## config.mk

```make
export PLATFORM = sky130hd
export DESIGN_NAME = fetch_decode_queue
export DESIGN_NICKNAME = d
export VERILOG_FILES = /design/src/rtl/fetch_decode_queue.sv
export SDC_FILE = /design/constraint.sdc
export NUM_CORES = 1
export LEC_CHECK = 0
export ABC_CLOCK_PERIOD_IN_PS = 6600
export CAP_MARGIN = 10
export CORE_UTILIZATION = 55
export CTS_CLUSTER_SIZE = 12
export DETAILED_ROUTE_END_ITERATION = 10
export GPL_TIMING_DRIVEN = 1
export PLACE_DENSITY = 0.8
export SETUP_SLACK_MARGIN = 0.2
export SKIP_CTS_REPAIR_TIMING = 1
export SYNTH_ARGS = -nofsm -noshare
export SYNTH_HDL_FRONTEND = slang
export SYNTH_SLANG_ARGS = --single-unit
```

## constraint.sdc

```tcl
create_clock -name clk -period 6.6 [get_ports clk]
set_clock_uncertainty 0.1 [all_clocks]
set_input_delay 0.66 -clock clk [delete_from_list [all_inputs] [get_ports clk]]
set_output_delay 0.66 -clock clk [all_outputs]
set_load 0.05 [all_outputs]
```

## src/rtl/fetch_decode_queue.sv

```systemverilog
// Elastic packet/EIP buffer between fetch stage 2 and decode. It absorbs decode
// stalls, keeps each packet paired with its EIP, and empties itself on a resteer.
module fetch_decode_queue #(
    parameter int DEPTH = 4,
    parameter int PKT_W = 128,
    parameter int EIP_W = 32,
    parameter int CNT_W = 3
) (
    input  logic             clk,
    input  logic             reset,
    input  logic [PKT_W-1:0] packet_in,
    input  logic             packet_in_valid,
    input  logic [EIP_W-1:0] packet_in_EIP,
    input  logic             resteer,
    input  logic             D_stall,
    output logic [PKT_W-1:0] packet_out,
    output logic [EIP_W-1:0] packet_out_EIP,
    output logic             packet_out_valid,
    output logic             F_stall,
    output logic [CNT_W-1:0] count
);

    localparam int PTR_W = (DEPTH > 1) ? $clog2(DEPTH) : 1;
    localparam logic [CNT_W-1:0] FULL_CNT = CNT_W'(DEPTH);

    logic [PKT_W-1:0] pkt_mem_q [DEPTH];
    logic [EIP_W-1:0] eip_mem_q [DEPTH];

    logic [PTR_W-1:0] rd_ptr_q, rd_ptr_d;
    logic [PTR_W-1:0] wr_ptr_q, wr_ptr_d;
    logic [CNT_W-1:0] count_q, count_d;

    logic not_empty;
    logic full;
    logic push;
    logic pop;

    // Full/empty come from the registered count only, so a full queue refuses
    // a push even in a cycle where decode is draining it.
    assign not_empty = (count_q != '0);
    assign full      = (count_q == FULL_CNT);
    assign push      = packet_in_valid && !full;
    assign pop       = not_empty && !D_stall;

    always_comb begin
        rd_ptr_d = rd_ptr_q;
        wr_ptr_d = wr_ptr_q;
        count_d  = count_q;
        if (resteer) begin
            rd_ptr_d = '0;
            wr_ptr_d = '0;
            count_d  = '0;
        end else begin
            if (push) begin
                wr_ptr_d = wr_ptr_q + PTR_W'(1);
            end
            if (pop) begin
                rd_ptr_d = rd_ptr_q + PTR_W'(1);
            end
            case ({push, pop})
                2'b10:   count_d = count_q + CNT_W'(1);
                2'b01:   count_d = count_q - CNT_W'(1);
                default: count_d = count_q;
            endcase
        end
    end

    always_ff @(posedge clk) begin
        if (reset) begin
            rd_ptr_q <= '0;
            wr_ptr_q <= '0;
            count_q  <= '0;
        end else begin
            rd_ptr_q <= rd_ptr_d;
            wr_ptr_q <= wr_ptr_d;
            count_q  <= count_d;
        end
    end

    // Storage carries no reset; a stale entry is never visible because the
    // head is masked whenever the queue is empty.
    generate
        for (genvar gi = 0; gi < DEPTH; gi++) begin : g_entry
            logic entry_we;
            assign entry_we = push && !resteer && !reset && (wr_ptr_q == PTR_W'(gi));
            always_ff @(posedge clk) begin
                if (entry_we) begin
                    pkt_mem_q[gi] <= packet_in;
                    eip_mem_q[gi] <= packet_in_EIP;
                end
            end
        end
    endgenerate

    always_comb begin
        packet_out     = '0;
        packet_out_EIP = '0;
        if (not_empty) begin
            packet_out     = pkt_mem_q[rd_ptr_q];
            packet_out_EIP = eip_mem_q[rd_ptr_q];
        end
    end

    assign packet_out_valid = not_empty;
    assign F_stall          = full;
    assign count            = count_q;

endmodule
```

# After elaboration in Yosys (flattened, before gate mapping)

Memory sizes are Yosys's and may differ from the RTL's. A register that Yosys moved wholly into a read port is not among the register bits.
Index checks and enable logic that the tools add are counted.

Shifts and indexed selects: 0
Reduce and logical (&&, ||, !) cells: 22
$lt $le $gt $ge: 0
Div/mod/pow operators: 0
Bitwise operators: 0
$add $sub $neg: 4
Multiplexer cells: 33
Multipliers: 0
Equal/unequal tests: 6

Operator list:

| cell                                                | number |
|---|---|
| two-way mux 128 bit                                 | 4 |
| OR reduction 128 bit                                | 3 |
| two-way mux 32 bit                                  | 4 |
| OR reduction 32 bit                                 | 3 |
| two-way mux 2 bit                                   | 10 |
| two-way mux 1 bit                                   | 14 |
| logical AND 1 bit                                   | 8 |
| equality test 2 bit, second input constant          | 3 |
| one-hot mux 3 bit (2 select lines)                  | 1 |
| adder 2 x 1 -> 2 bit, second input constant         | 2 |
| equality test 2 x 1 -> 1 bit, second input constant | 2 |
| zero test 1 bit                                     | 4 |
| adder 3 x 1 -> 3 bit, second input constant         | 1 |
| equality test 3 bit, second input constant          | 1 |
| nonzero test 3 bit                                  | 1 |
| subtractor 3 x 1 -> 3 bit, second input constant    | 1 |
| zero test 2 bit                                     | 1 |
| nonzero test 2 bit                                  | 1 |
| OR reduction 2 bit                                  | 1 |

Memories kept: 2
Memory bits (read-only): 0
Latch bits: 0
Memory bits (writable): 640
Output and inout bits: 165
Bits in registers: 7
Logic and storage cells: 70

Memory list:

| name      | words | bits a word | rd ports | clocked after memory_dff | wr ports | line | source |
|---|---|---|---|---|---|---|---|
| pkt_mem_q | 4     | 128         | 1        | 1                        | 1        | 26   | `logic [PKT_W-1:0] pkt_mem_q [DEPTH];` |
| eip_mem_q | 4     | 32          | 1        | 1                        | 1        | 27   | `logic [EIP_W-1:0] eip_mem_q [DEPTH];` |

# Logic depth before layout (Yosys ltp)

Gate-level depths: netlist of run 1.

Depth in word-level cells: 12
Gate-level depth with buffers: 9
Gate-level depth less buffers: 9

# Worst setup path before layout of run 1

No wires, ideal clock.

Path type: reg-to-reg
Start: register count_q[0], in the netlist count[0]
End: memory eip_mem_q[0][0] (enable)
Arrival time: 4.881 ns
Setup slack: 1.079 ns
Clock period less this slack: 5.521 ns
Setup time: 0.540 ns
Cell stages (with the launch flop): 4
Cell sequence: dfxtp_1 -> or3b_1 -> and2_1 -> and3_1

Elaborated cells between the ends (all ways): 26
Classes of those cells: eq/ne: 1; mux: 14; reduce/logical: 11

RTL lines:

| element                                  | line | source |
|---|---|---|
| from (decl)                              | 31   | `logic [CNT_W-1:0] count_q, count_d;` |
| from (signal assigned)                   | 76   | `count_q <= count_d;` |
| equality test 3 bit                      | 41   | `assign full = (count_q == FULL_CNT);` |
| zero test 1 bit                          | 42   | `assign push = packet_in_valid && !full;` |
| logical AND 1 bit                        | 42   |  |
| logical AND 1 bit (3 in a row)           | 85   | `assign entry_we = push && !resteer && !reset && (wr_ptr_q == PTR_W'(gi));` |
| via g_entry[0].entry_we                  | 84   | `logic entry_we;` |
| two-way mux 1 bit                        | 87   | `if (entry_we) begin` |
| two-way mux 1 bit (implied by the code)  | 89   | `eip_mem_q[gi] <= packet_in_EIP;` |
| two-way mux 1 bit (no line) (3 in a row) | -    |  |
| to (decl)                                | 27   |  |

The timed path passes the listed nets, and every way through them passes these cells.

==> summary.md, run 1 <==
| Metric | Value |
|---|---|
| Count leader, synth | `edfxtp_1` |
| Worst setup EP type | `output pin` |
| Ports | `330` |
| Compound-gate portion of the synthesized area | `0.2440%` |
| Crit share post-route | `66.05%` |
| PwrDens | `284.2 mW/mm^2` |
| Vias per inst | `5.726` |
| First-pass GRT wire length | `72.35 mm` |
| Commonest cells in the netlist | `edfxtp_1, and2_1, mux4_2` |
| Largest net degree at the start of global routing | `113` |
| Die ar. | `0.04560 mm^2` |
| Max stage delay on crit path | `0.85 ns` |
| Row Count | `77` |
| H-Tree Depth | `3` |
| Max-slew violation count | `0` |
| Root buf cell | `clkbuf_16` |
| DIE HEIGHT | `213.5 um` |
| Max Clock Freq | `229.4 MHz` |
| Vias | `11770` |
| Tmin final | `4.359 ns` |
| Top_reg_cell synth | `edfxtp_1` |
| Detail Route Antenna Nets | `0` |
| Clk buf depth | `3` |
| Worst r2r src | `count[0]` |
| Max VDD drop | `0.2336 mV` |
| Synth area leader | `edfxtp_1` |
| Placed Area | `0.02853 mm^2` |
| Flop pwr share | `53.0%` |
| WHS Path Cells | `2` |
| 1st-iter DRT viols | `895` |
| Simple-gate portion of the synthesized area | `4.519%` |
| Cell internal pwr | `6.799 mW` |
| Flop and latch count out of synthesis | `649` |
| R2r worst-path depth | `4` |
| RSZ-0062 raised after global routing | `no` |
| CP required | `5.84 ns` |
| Core region area | `0.04422 mm^2` |
| Synth area leaders | `edfxtp_1, mux4_2, and2_1` |
| Synth warnings | `0` |
| Worst-margin pin slew | `1.074 ns` |
| Critical path buffer and inverter count | `2` |
| Overflow after GRT | `0` |
| Pre-CTS setup slack | `2.847 ns` |
| Die Span X | `213.5 um` |
| Status | `completed` |
| Clk network pwr share | `39.2%` |
| Crit path launch type | `register` |
| Clock transition at path regs | `0.05 ns` |
| Sw Ratio | `21.45%` |
| Clk sinks | `649` |
| Placer Congestion | `0.7084` |
| EDFF count, synth | `640` |
| Logic pwr share | `7.8%` |
| Vias in the first global route | `12160` |
| Final wirelength | `49.05 mm` |
| Layout cells sized above 1 | `18.14%` |
| Post-Syn Instances | `1069` |
| Synth Area in Adders | `0.3355%` |
| Mux cell area share after synthesis | `14.64%` |
| Leakage | `9.497 nW` |
| Final nets | `1599` |
| Reg-to-reg endpoint | `pkt_mem_q[0][97]` |
| Syn_area_per_cell | `23.02 um^2` |
| Initial Util | `55.66%` |
| Avg WL per Cell | `23.87 um` |
| Sequential fraction of the synthesis area | `78.82%` |
| Worst-Skew Late Latency | `0.57 ns` |
| Top delay family on crit path | `buffers and inverters` |
| GR Util All Layers | `21.73%` |
| Count of cell types in the netlist | `24` |
| Reg-to-reg slack, setup | `3.53 ns` |
| Port bufs | `329` |
| Syn_nets | `1240` |
| Hold Vio Cnt, Final | `0` |
| CP cell instances | `buf_4 > mux4_2 > and2_1 > clkdlybuf4s50_1` |
| Final Cell Area | `0.03046 mm^2` |
| Final setup margin | `2.241 ns` |
| Setup CP Type | `reg -> out` |
| XOR/XNOR Fraction of Synth Area | `0.07117%` |
| Crit path DAT | `3.60 ns` |
| First-pass DRT Iterations | `7` |
| Max cap viols | `0` |
| Net Switching | `1.857 mW` |
| Hold path start | `rd_ptr_q[1]` |
| Slew margin rel. | `28.39%` |
| Initial antenna violation count | `10` |
| DRC | `0` |
| Top fanout value on the critical path | `53` |
| Area grow syn2layout | `23.77%` |
| Final HPWL DP | `27.96 mm` |
| Top cell type's share of synthesized area | `78.08%` |
| Post-route setup TNS | `0 ns` |
| Clock buffer count from CTS | `67` |
| Largest family of logic cells by synthesized area | `multiplexers` |
| Asr flop ratio synth | `0%` |
| Fillers | `2646` |
| Setup violations, final | `0` |
| Crit-path slowest cell | `dfxtp_4` |
| Hold Crit Class | `reg -> reg` |
| Synthesized area | `0.02461 mm^2` |
| CTS tree | `done` |
how the worst max path moves through the flow:
| stage | from | cells past startpoint | to |
|---|---|---|---|
| 4_1_cts | register | 4 | packet_out_EIP[6] |
| 3_3_place_gp | register | 4 | packet_out_EIP[11] |
| 2_1_floorplan | count[0] | 3 | eip_mem_q[0][0] |
| 6_report | register | 4 | packet_out_EIP[6] |
| 3_5_place_dp | register | 4 | packet_out[28] |
| 5_1_grt | register | 4 | packet_out_EIP[6] |
power groups by stage:
stage	logic, mW	registers (mW)	clock network, mW
after floorplan	0.374	4.68	0
after global placement	0.668	4.67	0
after global routing	0.715	4.59	3.61
after detailed placement	0.680	4.67	0
final	0.678	4.59	3.39
after CTS	0.685	4.59	3.46
placed cells by master (no fill, tap or decap), types with 6 or more instances in the layout:
master / instances
edfxtp_1: 640
and2_1: 161
mux4_2: 160
a21oi_1: 6
clkbuf_16: 68
clkbuf_1: 14
clkdlybuf4s50_1: 329
inv_1: 7
clkinv_1: 7
dfxtp_1: 7
buf_4: 11
stage by stage:
| stage | total power [mW] | utilization, % | hold WS, ns | cells |
|---|---|---|---|---|
| 2_1_floorplan | 5.052 | - | 0.3591 | 1069 |
| 3_3_place_gp | 5.337 | 64.52 | 0.3782 | 1951 |
| 3_5_place_dp | 5.353 | 64.52 | 0.3871 | 1951 |
| 4_1_cts | 8.735 | 68.87 | 0.4007 | 2053 |
| 5_1_grt | 8.911 | 68.88 | 0.4296 | 2054 |
| 6_report | 8.656 | 68.88 | 0.3970 | 2055 |
routing by layer:
layer | global-route usage, % | vias to the layer above | share of wire (%)
met5 | 0 | - | 0.26
met4 | 7.094 | 18 | 2.1
met3 | 6.898 | 92 | 8.8
met2 | 34.25 | 427 | 49
met1 | 29.12 | 6126 | 40
li1 | - | 5103 | -
cell families (layout without fill, tap and decap cells):
kind of cell | Yosys count | after routing
multiplexers | 160 | 160
flip-flops | 649 | 649
AO/OA/AOI/OAI | 11 | 11
AND/OR/NAND/NOR | 179 | 179
adder cells (fa/ha/maj) | 6 | 6
XOR/XNOR | 2 | 2
buffers and inverters | 62 | 454
other | 0 | 2
flip-flops by register name, indices dropped and copies added (netlist names), named ones only:
register   count
count          3
eip_mem_q    128
pkt_mem_q    512
rd_ptr_q       2
wr_ptr_q       2
worst register-to-register path, cell delays in order, from the launching register on:
cell and delay [ns]:
dfxtp_1 0.42, or3b_1 0.25, and2_1 0.27, and3_4 0.62, buf_4 0.93
final cells by class:
| class | instances | area [um^2] | share of cell area, % |
|---|---|---|---|
| inverter | 8 | 32.53 | 0.1068 |
| clock buffer | 82 | 1754 | 5.759 |
| tap | 592 | 740.7 | 2.432 |
| clock inverter | 20 | 171.4 | 0.5627 |
| multi-input combinational | 358 | 4896 | 16.07 |
| sequential | 649 | 19410 | 63.71 |
| antenna | 2 | 5.005 | 0.01643 |
| timing repair buffer | 344 | 3456 | 11.34 |
Power figures use the tool's default switching activity.
==> run 2, diff against run 1 <==
--- a/config.mk
+++ b/config.mk
@@ -5,13 +5,13 @@
 export SDC_FILE = /design/constraint.sdc
 export NUM_CORES = 1
 export LEC_CHECK = 0
-export ABC_CLOCK_PERIOD_IN_PS = 6600
+export ABC_CLOCK_PERIOD_IN_PS = 3900
 export CAP_MARGIN = 10
-export CORE_UTILIZATION = 55
+export CORE_UTILIZATION = 49
 export CTS_CLUSTER_SIZE = 12
 export DETAILED_ROUTE_END_ITERATION = 10
 export GPL_TIMING_DRIVEN = 1
-export PLACE_DENSITY = 0.8
+export PLACE_DENSITY = 0.75
 export SETUP_SLACK_MARGIN = 0.2
 export SKIP_CTS_REPAIR_TIMING = 1
 export SYNTH_ARGS = -nofsm -noshare
==> constraint.sdc (replaced) <==
create_clock -name clk -period 3.9 [get_ports clk]
set_clock_uncertainty 0.1 [all_clocks]
set_input_delay 0.39 -clock clk [delete_from_list [all_inputs] [get_ports clk]]
set_output_delay 0.39 -clock clk [all_outputs]
set_load 0.05 [all_outputs]
==> run 2 against run 1 <==
  * Combinational power grew 73%
  * Die area grew 12%
  * Non-clock buffer count grew 10
  * Critical endpoint is now packet_out_EIP[23]
==> summary.md, run 2 (synthesis results as in run 1) <==
| Metric | Value |
|---|---|
| Commonest non-fill, non-tap cells in the layout | `edfxtp_1, clkdlybuf4s50_1, and2_1, mux4_2, clkbuf_16` |
| Fillers | `3369` |
| Initial antenna violation count | `11` |
| Clk buf depth | `3` |
| Largest net degree at the start of global routing | `95` |
| Root buf cell | `clkbuf_16` |
| Sw Ratio | `21.27%` |
| Biggest register | `pkt_mem_q` |
| Hold Crit Class | `in -> reg` |
| Max Clock Freq | `285.8 MHz` |
| Placer Congestion | `0.7493` |
| DRC | `0` |
| Ports | `330` |
| Clock buffer count from CTS | `66` |
| Core region area | `0.04925 mm^2` |
| Post-route setup TNS | `0 ns` |
| Top delay family on crit path | `buffers and inverters` |
| Setup violations, final | `0` |
| Worst-Skew Late Latency | `0.58 ns` |
| Initial Util | `49.97%` |
| Overflow after GRT | `0` |
| Tmin final | `3.500 ns` |
| Multi-input gate area | `0.004896 mm^2` |
| Setup CP Type | `reg -> out` |
| Crit share post-route | `89.73%` |
| Worst setup EP type | `output pin` |
| Clk network pwr share | `38.8%` |
| Max stage delay on crit path | `0.83 ns` |
| Logic pwr share | `8.0%` |
| Net Switching | `3.101 mW` |
| Fin Hold WS | `0.3370 ns` |
| RSZ-0062 raised after global routing | `no` |
| Die ar. | `0.05113 mm^2` |
| Crit path launch type | `register` |
| Final HPWL DP | `29.31 mm` |
| First-pass DRT Iterations | `4` |
| Max reg flops | `512` |
| Row Count | `81` |
| Layout cells sized above 1 | `18.35%` |
| Port bufs | `329` |
| Status | `completed` |
| Vias | `11720` |
| Flop pwr share | `53.2%` |
| Critical path buffer and inverter count | `3` |
| Avg WL per Cell | `23.28 um` |
| CP required | `3.41 ns` |
| H-Tree Depth | `3` |
| Slew margin rel. | `47.97%` |
| CTS tree | `done` |
| DIE HEIGHT | `226.1 um` |
| Final nets | `1608` |
| Cell internal pwr | `11.48 mW` |
| Worst-margin pin slew | `0.7805 ns` |
| Vias per inst | `5.490` |
| Final wirelength | `49.71 mm` |
| Die Span X | `226.1 um` |
| Clock transition at path regs | `0.06 ns` |
| Max cap viols | `0` |
| Max VDD drop | `0.3483 mV` |
| Reg-to-reg slack, setup | `1.22 ns` |
| Clk sinks | `649` |
| Hold Vio Cnt, Final | `0` |
| Leakage | `9.559 nW` |
| Top fanout value on the critical path | `58` |
| Most common cell after layout, fill and taps aside | `edfxtp_1` |
| Crit-path slowest cell | `clkdlybuf4s50_1` |
| Flip-flop and latch area | `0.01941 mm^2` |
| CP cell instances | `nor3_2 > inv_4 > buf_12 > and2_1 > clkdlybuf4s50_1` |
| Detail Route Antenna Nets | `0` |
| PwrDens | `474.3 mW/mm^2` |
| Area grow syn2layout | `24.91%` |
| Vias in the first global route | `12460` |
| Max-slew violation count | `0` |
| Crit path DAT | `3.01 ns` |
| GR Util All Layers | `19.82%` |
| 1st-iter DRT viols | `752` |
| First-pass GRT wire length | `74.29 mm` |
run 2: cell types whose count changed in the layout (fill, tap and decap cells not counted), sizes merged:
cell | before | now
buf | 15 | 25
clkbuf | 82 | 88
clkinv | 13 | 7
inv | 13 | 9
diode | 2 | 5
bufinv | 2 | 0
clkinvlp | 0 | 1
run 2: path summary, 6_finish.rpt:
check	from	to	depth (start not counted)
worst max-delay path	count[0]	packet_out_EIP[23]	5
worst min-delay path	packet_in[115]	pkt_mem_q[1][115]	1
worst max register to register	count[2]	count[2]	9
worst min register to register	rd_ptr_q[1]	register	2
run 2: cell type report:
class	count	area share [%]
inverter	8	0.1058
antenna	5	0.04070
tap	664	2.702
sequential	649	63.12
clock inverter	9	0.1465
clock buffer	88	5.987
multi-input combinational	358	15.92
timing repair buffer	354	11.97
run 2: through the flow:
stage | setup slack (ns) | instance area [um^2] | total power [mW] | cells | utilization, %
after floorplan | 0.2198 | 24620 | 8.543 | 1069 | -
after detailed placement | 0.9753 | 28850 | 9.086 | 2033 | 58.57
final | 0.4005 | 30740 | 14.58 | 2135 | 62.42
after global routing | 0.2288 | 30730 | 15.04 | 2130 | 62.39
after CTS | 0.3540 | 30730 | 14.75 | 2130 | 62.39
after global placement | 0.9621 | 28850 | 9.063 | 2033 | 58.57
run 2: worst reg2reg max path: cells and delay by family, from the launching register on:
| kind | cells | cell delay [ns] |
|---|---|---|
| simple gates | 3 | 1.07 |
| xor+xnor | 1 | 0.17 |
| buf+inv | 2 | 0.15 |
| compound gates | 1 | 0.16 |
| flops | 1 | 0.42 |
| fa+ha+maj | 2 | 0.55 |
run 2: power groups by stage:
stage	clock [mW]	sequential (mW)	combinational (mW)
after CTS	5.81	7.76	1.19
after global routing	6.05	7.76	1.23
after global placement	0	7.90	1.17
final	5.65	7.76	1.17
after detailed placement	0	7.90	1.18
after floorplan	0	7.91	0.633
run 2: metal layers:
layer / up-vias / global-route usage, % / share of wire [%]
met5: - / 0 / 0.20
met3: 80 / 6.831 / 9.3
met4: 16 / 6.103 / 1.8
met1: 6113 / 26.27 / 40
li1: 5099 / - / -
met2: 413 / 31.07 / 48
==> run 3, diff against run 2 <==
--- a/config.mk
+++ b/config.mk
@@ -7,11 +7,13 @@
 export LEC_CHECK = 0
 export ABC_CLOCK_PERIOD_IN_PS = 3900
 export CAP_MARGIN = 10
-export CORE_UTILIZATION = 49
+export CELL_PAD_IN_SITES_DETAIL_PLACEMENT = 2
+export CELL_PAD_IN_SITES_GLOBAL_PLACEMENT = 2
+export CORE_UTILIZATION = 38
 export CTS_CLUSTER_SIZE = 12
 export DETAILED_ROUTE_END_ITERATION = 10
 export GPL_TIMING_DRIVEN = 1
-export PLACE_DENSITY = 0.75
+export PLACE_DENSITY_LB_ADDON = 0.1
 export SETUP_SLACK_MARGIN = 0.2
 export SKIP_CTS_REPAIR_TIMING = 1
 export SYNTH_ARGS = -nofsm -noshare
==> run 3 against run 2 <==
  * Count of clock-buffer cells in the layout grew 4
  * Highest routed layer unchanged
  * Final cell count increased by 11%
  * Largest power group unchanged
  * Setup slack worse by 0.039 ns
  * Critical endpoint is now packet_out[45]
  * Flip-flop and latch count stayed put
  * Largest cell class unchanged
==> summary.md, run 3 (synthesis results as in run 1) <==
| Metric | Value |
|---|---|
| H-Tree Depth | `3` |
| Vias | `11970` |
| Fillers | `5585` |
| Die ar. | `0.06579 mm^2` |
| Worst-margin pin slew | `0.7219 ns` |
| PwrDens | `481.4 mW/mm^2` |
| Max-slew violation count | `0` |
| Row Count | `92` |
| Layout cells sized above 1 | `19.88%` |
| CP required | `3.41 ns` |
| Slew margin rel. | `51.72%` |
| Ports | `330` |
| Clock transition at path regs | `0.06 ns` |
| Die Span X | `256.5 um` |
| CTS tree | `done` |
| Overflow after GRT | `0` |
| Avg WL per Cell | `25.65 um` |
| Initial antenna violation count | `11` |
| Max cap viols | `0` |
| GR Util All Layers | `18.73%` |
| Commonest non-fill, non-tap cells in the layout | `edfxtp_1, clkdlybuf4s50_1, and2_1, mux4_2, clkbuf_16` |
| DIE HEIGHT | `256.5 um` |
| Vias per inst | `5.069` |
| Most common cell after layout, fill and taps aside | `edfxtp_1` |
| Clock buffer count from CTS | `71` |
| Post-route setup TNS | `0 ns` |
| Area grow syn2layout | `27.80%` |
| Clk buf depth | `3` |
| GR Layer Usage met1 | `23.99%` |
| Multi-input gate area | `0.004896 mm^2` |
| Port bufs | `329` |
| Core region area | `0.06354 mm^2` |
| Hold Crit Class | `in -> reg` |
| Largest net degree at the start of global routing | `83` |
| Crit path launch type | `register` |
| Leakage | `10.29 nW` |
| First-pass GRT wire length | `90.78 mm` |
| 1st-iter DRT viols | `671` |
| Most used routing layer | `met2` |
| First-pass DRT Iterations | `6` |
| Tmin final | `3.538 ns` |
| Initial Util | `38.73%` |
| Final nets | `1632` |
| Final HPWL DP | `38.66 mm` |
| Vias in the first global route | `13410` |
| RSZ-0062 raised after global routing | `no` |
| Max Clock Freq | `282.6 MHz` |
| Final Cell Area | `0.03146 mm^2` |
| Grt met3 use | `4.864%` |
| Clk sinks | `649` |
| Crit share post-route | `90.72%` |
| Flip-flop and latch area | `0.01941 mm^2` |
| Max reg flops | `512` |
| Final wirelength | `60.56 mm` |
| DRC | `0` |
| Status | `completed` |
| Root buf cell | `clkbuf_16` |
| Worst-Skew Late Latency | `0.59 ns` |
| Worst setup EP type | `output pin` |
| Placed Area | `0.02925 mm^2` |
| Biggest register | `pkt_mem_q` |
| Setup CP Type | `reg -> out` |
| Placer Congestion | `0.7085` |
| Met2 Resource Use GR | `31.91%` |
| Detail Route Antenna Nets | `0` |
| Top fanout value on the critical path | `20` |
| Setup violations, final | `0` |
| Crit path DAT | `3.05 ns` |
| Max VDD drop | `0.3608 mV` |
| Hold Vio Cnt, Final | `0` |
==> run 3: cell count changes in the layout (fill, tap and decap cells not counted), moves of 6 or more <==
| cell | previous run | this run |
|---|---|---|
| dlymetal6s2s_1 | 0 | 29 |
| buf_4 | 9 | 25 |
| clkdlybuf4s50_1 | 329 | 300 |
| clkinv_1 | 5 | 16 |
| clkinv_2 | 2 | 8 |
==> run 3: final cells by class <==
cell class                 instances  share of cell area, %
sequential                       649                  61.69
multi-input combinational        358                  15.56
timing repair buffer             373                  12.51
clock buffer                      92                  6.102
tap                              846                  3.365
clock inverter                    29                 0.6165
inverter                           8                 0.1034
antenna                            6                0.04773
==> run 3: through the flow <==
stage | instances | setup WS (ns) | utilization [%] | hold slack, ns | total power, mW
3_3_place_gp | 2234 | 0.8871 | 46.04 | 0.3655 | 9.099
4_1_cts | 2355 | 0.1747 | 49.37 | 0.2854 | 15.38
6_report | 2361 | 0.3620 | 49.50 | 0.3292 | 15.14
2_1_floorplan | 1069 | 0.2198 | - | 0.3591 | 8.543
5_1_grt | 2356 | 0.2025 | 49.48 | 0.3064 | 15.64
3_5_place_dp | 2234 | 0.8254 | 46.04 | 0.4130 | 9.130
==> run 3: report_power, final <==
part / switching, mW / internal, mW / leakage (nW) / total (mW)
clock network: 2.60 / 3.59 / 1.03 / 6.18
logic: 0.725 / 0.474 / 3.40 / 1.20
registers: 0.0208 / 7.74 / 5.86 / 7.76
total: 3.34 / 11.8 / 10.3 / 15.1
==> run 3: worst paths after layout <==
path         slack (ns)  cells past startpoint               from                to
max                0.36                      5           register    packet_out[45]
min                0.33                      1  packet_in_EIP[27]  eip_mem_q[1][27]
max reg2reg        1.29                      9           count[2]          count[2]
min reg2reg        0.42                      2        rd_ptr_q[1]          register
==> run 3: worst max-delay path: stages, from the launching register on <==
cell	delay (ns)
dfxtp_4	0.52
buf_12	0.25
buf_12	0.23
mux4_2	0.52
and2_1	0.17
clkdlybuf4s50_1	0.71
==> run 3: routing by layer <==
layer  wire (um)  part of all wire, %  vias to the layer above
li1            -                    -                     5191
met1       25060                   41                     6348
met2       30990                   51                      327
met3        3415                  5.6                       87
met4         981                  1.6                       16
met5         106                 0.18                        -
